## config.mk

```make
export PLATFORM = sky130hd
export DESIGN_NAME = tc26_timer_flat
export DESIGN_NICKNAME = d
export VERILOG_FILES = /design/src/rtl/tc26_timer_if.sv /design/src/rtl/tc26_timer.sv /design/src/flat_wrapper.sv
export SDC_FILE = /design/constraint.sdc
export NUM_CORES = 1
export LEC_CHECK = 0
export ABC_AREA = 1
export CORE_MARGIN = 4
export CORE_UTILIZATION = 25
export CTS_CLUSTER_DIAMETER = 120
export DETAILED_ROUTE_END_ITERATION = 10
export GPL_ROUTABILITY_DRIVEN = 0
export HOLD_SLACK_MARGIN = 0.05
export PLACE_DENSITY_LB_ADDON = 0.15
export SLEW_MARGIN = 20
export SYNTH_ARGS = -nofsm -noshare
export SYNTH_HDL_FRONTEND = slang
export SYNTH_SLANG_ARGS = --single-unit
export TNS_END_PERCENT = 10
```

## constraint.sdc

```tcl
create_clock -name clk -period 3.3 [get_ports clk]
set_clock_uncertainty 0.1 [all_clocks]
set_input_delay 0.66 -clock clk [delete_from_list [all_inputs] [get_ports clk]]
set_output_delay 0.66 -clock clk [all_outputs]
set_load 0.05 [all_outputs]
```

## src/rtl/tc26_timer_if.sv

```systemverilog
// Register/status bus of the tc26 timer, including the all-ones feedback from the nd26 detector.
interface tc26_timer_if #(
  parameter int unsigned CNT_W = 26
);
  logic [CNT_W-1:0] din;
  logic             ld_wr;
  logic             ctl_wr;
  logic             irq_ack;
  logic             allones_n;
  logic [CNT_W-1:0] cnt_q;
  logic             irq;
  logic             ovr;
  logic             running;

  modport master (
    output din, ld_wr, ctl_wr, irq_ack, allones_n,
    input  cnt_q, irq, ovr, running
  );

  modport slave (
    input  din, ld_wr, ctl_wr, irq_ack, allones_n,
    output cnt_q, irq, ovr, running
  );
endinterface

```

## src/rtl/tc26_timer.sv

```systemverilog
// 26-bit prescaled up-counting timer; terminal count is signalled back by the nd26 all-ones
// detector through allones_n, after which the counter reloads and raises a level interrupt.
module tc26_timer #(
  parameter int unsigned PRE_W = 8,
  parameter int unsigned CNT_W = 26
) (
  input logic         clk,
  input logic         reset,
  tc26_timer_if.slave bus
);

  typedef enum logic {StIdle, StRun} state_e;

  state_e             state_q, state_d;
  logic [CNT_W-1:0]   cnt_q, cnt_d;
  logic [CNT_W-1:0]   reload_q, reload_d;
  logic [PRE_W-1:0]   precnt_q, precnt_d;
  logic [PRE_W-1:0]   prescale_q, prescale_d;
  logic               ien_q, ien_d;
  logic               oneshot_q, oneshot_d;
  logic               irq_pend_q, irq_pend_d;
  logic               ovr_q, ovr_d;
  logic               tick;
  logic               expiry;

  // A load in the same cycle swallows the tick so the written value is not bumped.
  assign tick   = (state_q == StRun) && (precnt_q == '0) && !bus.ld_wr;
  assign expiry = tick && !bus.allones_n;

  always_comb begin
    state_d = state_q;
    case (state_q)
      StIdle: if (bus.ctl_wr && bus.din[0]) state_d = StRun;
      StRun: begin
        if (bus.ctl_wr) begin
          if (!bus.din[0]) state_d = StIdle;
        end else if (expiry && oneshot_q) begin
          state_d = StIdle;
        end
      end
      default: state_d = StIdle;
    endcase
  end

  always_comb begin
    cnt_d      = cnt_q;
    reload_d   = reload_q;
    precnt_d   = precnt_q;
    prescale_d = prescale_q;
    ien_d      = ien_q;
    oneshot_d  = oneshot_q;
    irq_pend_d = irq_pend_q;
    ovr_d      = ovr_q;

    if (bus.ctl_wr) begin
      oneshot_d  = bus.din[1];
      ien_d      = bus.din[2];
      prescale_d = bus.din[3 +: PRE_W];
      precnt_d   = bus.din[3 +: PRE_W];
    end else if (bus.ld_wr || state_q == StIdle || precnt_q == '0) begin
      precnt_d = prescale_q;
    end else begin
      precnt_d = precnt_q - PRE_W'(1);
    end

    if (bus.ld_wr) begin
      cnt_d    = bus.din;
      reload_d = bus.din;
    end else if (tick) begin
      cnt_d = bus.allones_n ? cnt_q + CNT_W'(1) : reload_q;
    end

    // Expiry wins over a coincident acknowledge; overrun only when the old one was never acked.
    if (expiry) begin
      irq_pend_d = 1'b1;
      if (irq_pend_q && !bus.irq_ack) ovr_d = 1'b1;
    end else if (bus.irq_ack) begin
      irq_pend_d = 1'b0;
      ovr_d      = 1'b0;
    end
  end

  always_ff @(posedge clk or posedge reset) begin
    if (reset) begin
      state_q    <= StIdle;
      cnt_q      <= '0;
      reload_q   <= '0;
      precnt_q   <= '0;
      prescale_q <= '0;
      ien_q      <= 1'b0;
      oneshot_q  <= 1'b0;
      irq_pend_q <= 1'b0;
      ovr_q      <= 1'b0;
    end else begin
      state_q    <= state_d;
      cnt_q      <= cnt_d;
      reload_q   <= reload_d;
      precnt_q   <= precnt_d;
      prescale_q <= prescale_d;
      ien_q      <= ien_d;
      oneshot_q  <= oneshot_d;
      irq_pend_q <= irq_pend_d;
      ovr_q      <= ovr_d;
    end
  end

  assign bus.cnt_q   = cnt_q;
  assign bus.irq     = irq_pend_q & ien_q;
  assign bus.ovr     = ovr_q;
  assign bus.running = (state_q == StRun);

endmodule

```

## src/flat_wrapper.sv

```systemverilog
// flat-port wrapper written by rule: the top's interface ports become plain ports
module tc26_timer_flat 
#(
  parameter int unsigned PRE_W = 8,
  parameter int unsigned CNT_W = 26
)
  (clk, reset, bus_din, bus_ld_wr, bus_ctl_wr, bus_irq_ack, bus_allones_n, bus_cnt_q, bus_irq, bus_ovr, bus_running);
  tc26_timer_if #(.CNT_W(CNT_W)) bus_i ();
  input logic clk;
  input logic reset;
  input wire logic [$bits(bus_i.din)-1:0] bus_din;
  input wire logic [$bits(bus_i.ld_wr)-1:0] bus_ld_wr;
  input wire logic [$bits(bus_i.ctl_wr)-1:0] bus_ctl_wr;
  input wire logic [$bits(bus_i.irq_ack)-1:0] bus_irq_ack;
  input wire logic [$bits(bus_i.allones_n)-1:0] bus_allones_n;
  output wire logic [$bits(bus_i.cnt_q)-1:0] bus_cnt_q;
  output wire logic [$bits(bus_i.irq)-1:0] bus_irq;
  output wire logic [$bits(bus_i.ovr)-1:0] bus_ovr;
  output wire logic [$bits(bus_i.running)-1:0] bus_running;
  assign bus_i.din = bus_din;
  assign bus_i.ld_wr = bus_ld_wr;
  assign bus_i.ctl_wr = bus_ctl_wr;
  assign bus_i.irq_ack = bus_irq_ack;
  assign bus_i.allones_n = bus_allones_n;
  assign bus_cnt_q = bus_i.cnt_q;
  assign bus_irq = bus_i.irq;
  assign bus_ovr = bus_i.ovr;
  assign bus_running = bus_i.running;
  tc26_timer #(.PRE_W(PRE_W), .CNT_W(CNT_W)) u_core (.clk(clk), .reset(reset), .bus(bus_i));
endmodule
```

Yosys cells after proc, flatten, opt, wreduce, memory -nomap -nowiden --
Cells that the tools add are included.
Storage, ports and cells: register bits after elaboration 73
Cells by class: add/sub/neg operators 2, equal/unequal tests 1, multiplexer cells 14, bitwise gates (word level) 2, reductions and logical operators 15
Operators with widths (number):
- $mux W26 | 3
- $add A26 B1 Y26 const B | 1
- $mux W8 | 2
- $logic_not A8 Y1 | 1
- $mux W1 | 8
- $sub A8 B1 Y8 const B | 1
- $logic_and A1 B1 Y1 | 6
- $reduce_bool A2 Y1 | 2
- $logic_not A1 Y1 | 3
- $logic_or A1 B1 Y1 | 2
- $ne A2 B2 Y1 const B | 1
- $pmux W1 S2 | 1
- $reduce_and A2 Y1 | 1
- $and A1 B1 Y1 | 1
- $not A1 Y1 | 1

Depth between registers and ports, before layout --
Gate-level depths: netlist of run 1.
depth in word-level cells 8, gate-level depth with buffers 10, gate-level depth less buffers 10

Least setup slack after synthesis of run 1 --
OpenSTA, ideal clock, no wires.
path kind register to register, start register u_core.cnt_q[1] (netlist: u_core.bus.cnt_q[1]), end register u_core.cnt_q[20] (netlist: u_core.bus.cnt_q[20]), arrival 1.718 ns, path slack 1.360 ns, stages on the path, launching flop included 11, path buffers 0, cell sequence dfrtp_1 ha_1 nand2_1 nor2_4 nand2_1 nor2_4 nand2_1 nand2_1 nand3_1 nand2_1 a21oi_1
Between the ends: cells in the longest elaborated chain, start to end 4
Ends and longest elaborated chain:
- from (decl) | RTL line tc26_timer.sv:15 | logic [CNT_W-1:0] cnt_q, cnt_d;
- from (signal assigned) | RTL line tc26_timer.sv:96 | cnt_q <= cnt_d;
- $add A26 B1 Y26 | RTL line tc26_timer.sv:70 | cnt_d = bus.allones_n ? cnt_q + CNT_W'(1) : reload_q;
- $mux W26 | RTL line tc26_timer.sv:70
- $mux W26 | RTL line tc26_timer.sv:69 | end else if (tick) begin
- $mux W26 | RTL line tc26_timer.sv:66 | if (bus.ld_wr) begin
Every way passes these cells. The select of a mux whose other input is x is not followed. A chain may end at the register's enable or synchronous reset.

Worst setup path in the final report of run 1 --
start register u_core.cnt_q[10] (netlist: u_core.bus.cnt_q[10]), end output port bus_cnt_q[10]
RTL lines:
- to (decl) | RTL line flat_wrapper.sv:16 | output wire logic [$bits(bus_i.cnt_q)-1:0] bus_cnt_q;
No word-level cell between the ends.

==> flow_results.org, run 1 <==
** Status
- The flow ran to the end, and the final reports show no timing, DRC or antenna violations.

** Setup path
- Category of the worst setup path launch point :: register
- Endpoint type of the worst setup path :: primary output
- Cell chain of the critical path :: clkdlybuf4s50_1
- In this run the worst path has a maximum fanout of 5.
- In this design, the largest share of critical-path delay is due to buffers and inverters.
- Depth of the most critical reg-to-reg path :: 8
- Critical path data arrival time :: about 1.7 ns
- Startpoint of the most critical setup path :: u_core.bus.cnt_q[10]
- In this run the number of cells on the critical path is 1.
- Among all stages on the critical path, the largest delay is contributed by clkdlybuf4s50_1.
- In this design, the stage delay of the slowest critical-path cell is approximately 0.86 ns.
- Classification of the worst setup path :: register to primary output
- For the worst setup path, the data required time is approximately 2.5 ns.
- Worst R2R Start :: u_core.precnt_q[0]
- Endpoint of the most critical register-to-register path :: u_core.bus.cnt_q[25]
- Together, buffers and inverters on the worst path number 1.
- Across all register-to-register paths, the minimum setup slack is between 1 and 1.5 ns.
- The critical path ends at bus_cnt_q[10].

** CTS
- Post-cts sizing count :: 0
- The clock drives 73 sinks.
- Clock-pin slew on the worst setup and hold paths :: 0.06 ns
- The clock reaches the later pin of the worst-skew pair after 0.34 ns.
- In this run the number of H-tree levels came out at 3.
- The number of clock buffers added by TritonCTS is 9.
- Number of hold buffers added after cts :: 0
- Clk root buf :: clkbuf_16
- Post-CTS setup-driven buffer insertion count :: 0
- TritonCTS built the clock tree.
- Counting along the longest clock path gives a buffer depth of 2.

** Synthesis
- Counting flops and latches in the post-synthesis netlist gives 73.
- The most used flip-flop cell after synthesis is dfrtp_1.
- For this run, asynchronously set or reset flops after synthesis account for 100%.
- Sequential element share of the synthesized area :: 45.2%
- Number of enable-type register cells in the synthesized netlist :: 0
- Synthesis produced a netlist with a net count of roughly 600.
- The Yosys step of the flow raised 0 warnings.
- Synthesis produced ~560 cells.
- Post-synthesis instance area :: 4050 sq um
- The netlist uses 27 different library cells.
- Average instance area after synthesis :: 7.20 sq um

** Pwr
- Leakage power of the design :: between 0.002 and 0.0025 uW
- For this design the ratio of total power to cell area is a little over 500 nW/um^2.
- Across the VDD grid, the largest voltage drop is 0.225 mV.
- Total internal power :: approximately 1800 uW
- Power dissipated by switching net loads :: 865 uW
- Sequential cells account for about two fifths of the total power.
- Total power of the final layout :: around 2600 uW
- The clock network is responsible for between 30% and 40% of the overall power.
- In this run switching power makes up between 30% and 40% of total power.
- Comb pwr share :: 22.1%

** STA
- Final worst slack :: a little under 0.9 ns
- Unrepaired setup endpoints after global routing :: false
- Total of endpoints with negative setup slack in the final report :: 0
- Final Max Slew Viols :: 0
- Max-slew headroom :: 62.5%
- Setup total negative slack on the finished layout was measured at 0 ns.
- Share of the clock period used by the worst path :: roughly three quarters
- Period minus WS final :: ~2.4 ns
- The number of hold violations in the final report is 0.
- At the pin with the least slew margin, the transition time is ~0.56 ns.
- Smallest hold slack :: 0.372 ns
- F_max :: around 400 MHz

** Cells and area
- The final layout contains between 600 and 700 nets.
- Ratio of cells with drive above 1 in the final layout :: 6.76%
- Post-Route Utilization :: between 30% and 40%
- Relative to the synthesized area, the layout overhead comes to 27.5%.
- Antenna cells :: 0

** Global routing
- GRT overflow :: 0
- Global-route wire length before repair :: a little under 20000 um
- Vias in the first global route :: 3549
- The initial antenna violation count was 1.
- Entering global routing, the biggest net connects 74 pins.
- Global routing used 13.3% of the available tracks.

** Route
- Summed over all layers, the routed wires come to 11600 um.
- For this run, the detailed router's first-pass iteration total came to 4.
- The count of nets left with antenna violations once routing finished came out at 0.
- After detailed routing, the number of vias per cell comes to between 4 and 5.
- Iteration-0 DRC count of the detailed router :: between 200 and 250
- The final route contains about 3700 vias.
- Detailed-route DRC error count :: 0
- Routed length per instance :: around 14 um

** Floorplanning
- For this configuration, the core starts out at a cell density of about a quarter.
- The floorplan has 46 rows.
- The floorplan step defined a die boundary enclosing about 18000 sq um.
- Core area :: 15900 sq um
- Height of the die :: 135 um
- The floorplan step set the die width to approximately 140 um.
- Number of top-level pins :: 61

** Hold path
- Worst Hold Class :: register to register

** Placement
- Port-buffer cells :: 60
- Summed over all nets, the half-perimeter wirelength after detailed placement is between 8000 and 9000 um.
- Prior to clock tree synthesis, the placed netlist has a worst setup slack of 0.915 ns.

** Flow run
- Maxcap violations :: 0
metal layers:
metal	vias up	track usage (%)	share of wire, %	wire length (um)
li1	1915	-	-	-
met1	1663	19.4	50	5830
met2	71	19.8	44	5070
met3	12	2.64	4.2	484
met4	2	4.20	1.4	157
met5	-	0	0.10	12
final cells by class:
| class | count | area [sq um] |
|---|---|---|
| inverters | 62 | 233 |
| clock buffers | 10 | 229 |
| flip-flops and latches | 73 | 1830 |
| repair buffers | 65 | 646 |
| fillers | 1737 | 10700 |
| well taps | 216 | 270 |
| multi-input cells | 405 | 1890 |
| clock inverters | 6 | 68.8 |
through the flow:
| step | area (sq um) | std cells |
|---|---|---|
| floorplan | 4050 | 562 |
| global placement | 4860 | 821 |
| detailed placement | 4860 | 821 |
| CTS | 5160 | 837 |
| global route | 5160 | 837 |
| finish | 5160 | 837 |
power groups by stage:
| stage | logic [uW] | registers [uW] | clock network (uW) |
|---|---|---|---|
| finish | 583 | 1070 | 984 |
| global route | 648 | 1090 | 1060 |
| CTS | 591 | 1070 | 1020 |
| detailed placement | 589 | 1090 | 0 |
| global placement | 584 | 1090 | 0 |
| floorplan | 263 | 1200 | 0 |
how the worst min path moves through the flow:
stage,endpoint,startpoint,slack [ns],cells past startpoint
floorplan,u_core.prescale_q[7],u_core.prescale_q[7],0.33,2
global placement,u_core.prescale_q[0],u_core.prescale_q[0],0.36,2
detailed placement,u_core.prescale_q[7],u_core.prescale_q[7],0.35,2
CTS,u_core.prescale_q[7],u_core.prescale_q[7],0.37,2
global route,u_core.prescale_q[7],u_core.prescale_q[7],0.38,2
finish,u_core.prescale_q[0],u_core.prescale_q[0],0.37,2
registers in the layout, summed over array words and instances, names as in the netlist:
| signal | count |
|---|---|
| u_core.prescale_q | 8 |
| u_core.irq_pend_q | 1 |
| u_core.bus.cnt_q | 26 |
| u_core.precnt_q | 8 |
| u_core.bus.running | 1 |
| u_core.bus.ovr | 1 |
| u_core.ien_q | 1 |
| u_core.reload_q | 26 |
| u_core.oneshot_q | 1 |
cells in the final DEF, fill, tap and decap left out, types with 4 or more instances in the layout:
master,netlist,routed
nand2_1,171,171
dfrtp_1,73,73
clkdlybuf4s50_1,0,59
inv_1,57,56
a21oi_1,57,56
nor2_1,52,52
o21ai_0,44,44
nand3_1,33,33
o211ai_1,10,10
clkbuf_16,0,9
inv_2,5,6
xor2_1,6,6
o21ai_1,5,5
nor2_4,4,4
nor2_2,4,4
buf_4,0,4
cells in the mapped netlist, drive strengths merged (4+ instances only):
library cell    n  area share (%)
nand3          33             4.1
xor2            6             1.3
inv            62             5.8
nor3            4            0.77
dfrtp          73              45
clkbuf         13             1.2
buf             9             1.4
nand2         174              16
o21ai          49             6.1
a21oi          57             7.1
o211ai         10             1.9
nor2           60             6.6
kinds of logic after synthesis:
| logic type | count (synthesis) | share of synthesized area [%] |
|---|---|---|
| compound gates | 120 | 15.6 |
| xor+xnor | 8 | 1.73 |
| fa+ha+maj | 3 | 0.928 |
| buf+inv | 84 | 8.32 |
| flops | 73 | 45.2 |
| simple gates | 274 | 28.2 |
worst reg2reg max path: cells and delay by family, from the launching register on:
kind,cells,cell delay [ns]
buffers and inverters,1,0.09
and+or+nand+nor,5,1.04
DFF,1,0.40
adders and majority gates,1,0.15
AOI/OAI and AO/OA,1,0.13
(Power assumes the default switching activity.)
==> run 2: changes to the inputs <==
- clock period: 3.3 -> 2.54 ns (I/O delays scaled with it)
==> run 2 against run 1 <==
Utilization rose by 0.20 points. Worst hold slack got worse by 0.0018 ns. Design area rose by 0.61%. Critical endpoint is now bus_cnt_q[7]. Critical path depth did not move. Flip-flop and latch count did not move. Die area did not move. Power rose by 31%. Highest routed layer is now met4. Cell count rose by 0.36%.
==> flow_results.org, run 2 (synthesized netlist as in run 1, its figures left out) <==
** CTS
- Clock Tree Buf Depth :: 2
- Clk root buf :: clkbuf_16
- Post-CTS setup-driven buffer insertion count :: 0
- Once the clock tree was built, the resizer swapped 0 gates to a different size.
- CTS tree :: built
- For this design, the sink count on the clock tree is between 70 and 80.
- After clock tree synthesis, the clock-pin slew on the worst setup and hold paths is ~0.060 ns.
- CTS built an H-tree with a depth of 3.
- Number of hold buffers added after cts :: 0
- TritonCTS created 9 clock buffers.
- The clock reaches the later pin of the worst-skew pair after between 0.3 and 0.4 ns.

** Route
- Detailed routing inserted a total of about 3600 vias.
- Routed WL :: between 10000 and 15000 um
- Detailed-route DRC error count :: 0
- The first detailed-routing pass ran for 5 iterations.
- Via count normalized by instance count :: about 4.3
- Routed length per instance :: between 10 and 15 um
- Iteration-0 DRC count of the detailed router :: between 200 and 250
- DRT antenna net count :: 0

** Status
- The flow ran to the end, and the final reports show no timing, DRC or antenna violations.

** Placement
- Port-buffer cells :: 60
- Pre-CTS setup slack :: ~0.52 ns
- Once placement completed, the tool counted placed cells totaling ~800.
- Summed over all nets, the half-perimeter wirelength after detailed placement is a little over 8000 um.

** Setup path
- The slowest stage of the critical path belongs to the cell clkdlybuf4s50_1.
- The worst setup path is captured at a primary output.
- Combined buffer and inverter count along the critical path :: 1
- Critical path data arrival time :: ~1.7 ns
- Largest fanout on the critical path :: 6
- Among cell families on the critical path, the largest total delay comes from buffers and inverters.
- Cell chain of the critical path :: clkdlybuf4s50_1
- For this run, the slowest stage of the critical path takes about 0.86 ns.
- Category of the worst setup path launch point :: register
- Critical path required time :: between 1.5 and 2 ns
- The worst setup path is of the register to primary output kind.

** Cells and area
- Of the cells placed in the final design, the portion with a size suffix greater than 1 is between 7 and 8%.
- Relative to the synthesized area, the layout overhead comes to 28.3%.
- Post-Route Utilization :: 32.7%
- Most frequent cells in the layout :: nand2_1 (171), dfrtp_1 (73), clkdlybuf4s50_1 (59), inv_1 (56), a21oi_1 (56)
- Post-route insts no fill :: 840
- Antenna cells :: 0
- The net count of the finished layout is 654.
- Registers with the most flip-flops :: u_core.bus.cnt_q (26), u_core.reload_q (26)
- Leaving out fill and tap cells, the most frequent cell in the layout is nand2_1.

** Global routing
- The number of global-route vias before repair was 3639.
- Antenna violations before repair :: 0
- Global routing used 13.5% of the available tracks.
- The first global-routing pass estimated just under 20000 um of wire.
- Maximum number of pins on one net before global-route repair :: 74
- For this run the aggregate overflow at the end of global routing stands at 0.

** STA
- Setup violations remaining at the end of the flow were counted as 0.
- Slew @ Worst Pin :: ~0.57 ns
- Max-slew headroom :: between 60% and 70%
- The worst path needs ~2.3 ns of the cycle, external delays included.
- Count of endpoints failing hold in the final timing report :: 0
- Unrepaired setup endpoints after global routing :: false
- Post-route setup TNS :: 0 ns
- In the finished design, the share of the clock period the worst path needs comes to about 90%.
- Once routing completed, OpenROAD measured the worst setup slack at 0.246 ns.
- The final number of max-transition violations was 0.
- F_max :: about 440 MHz

** Floorplanning
- The floorplan has 46 rows.
- The floorplan step set the die width to 135 um.
- The region available for standard cell placement spans 15900 sq um.
- The die covers 18300 sq um.
- For this configuration, the core starts out at a cell density of about a quarter.
- In this run the count of I/O pins placed on the die edge is 61.
- Measured along the y axis, the die boundary spans ~140 um.

** Hold path
- In this run the worst hold path is classified as register to register.

** Pwr
- IR analysis of the VDD net gives a maximum drop of around 0.33 mV.
- Dividing total power by cell area gives a power density of 666 nW/um^2.
- Leakage power of the design :: between 0.002 and 0.0025 uW
- Total power of the final layout :: ~3500 uW

** Flow run
- Maxcap violations :: 0
==> run 2: changes by cell type in the layout (fill, tap and decap cells not counted), sizes merged <==
cell,delta
buf,+3
clkinvlp,+1
clkinv,-1
==> run 2: layout make-up <==
cell class                 instances  area, sq um
timing repair buffer              68          668
sequential                        73         1830
multi-input combinational        405         1890
clock inverter                     6         67.6
inverter                          62          233
tap                              216          270
fill                            1744        10700
clock buffer                      10          239
==> run 2: metrics by stage <==
step	instance area, sq um	hold slack (ns)
2_1_floorplan	4050	0.331
3_3_place_gp	4880	0.349
3_5_place_dp	4880	0.359
4_1_cts	5190	0.375
5_1_grt	5190	0.397
6_report	5190	0.371
==> run 2: routing by layer <==
layer  up-vias  part of all wire [%]  track usage, %
met3        10                   4.2            2.64
met2        72                    44            20.6
met1      1632                    50            19.0
met4         0                   1.5            5.21
li1       1917                     -               -
met5         -                     0               0
==> run 2: worst paths after layout <==
check,startpoint,to,slack (ns),depth (start not counted)
max,u_core.bus.cnt_q[7],bus_cnt_q[7],0.25,1
min,u_core.ien_q,u_core.ien_q,0.37,2
max reg2reg,u_core.precnt_q[0],u_core.bus.cnt_q[6],0.57,8
min reg2reg,u_core.ien_q,u_core.ien_q,0.37,2
max in group asynchronous,reset,u_core.reload_q[17],1.55,3
min in group asynchronous,reset,u_core.reload_q[1],0.48,3
==> run 2: power by group <==
| group | internal [uW] | switching (uW) |
|---|---|---|
| Clock | 788 | 518 |
| Combinational | 266 | 494 |
| Sequential | 1280 | 115 |
| Total | 2330 | 1130 |
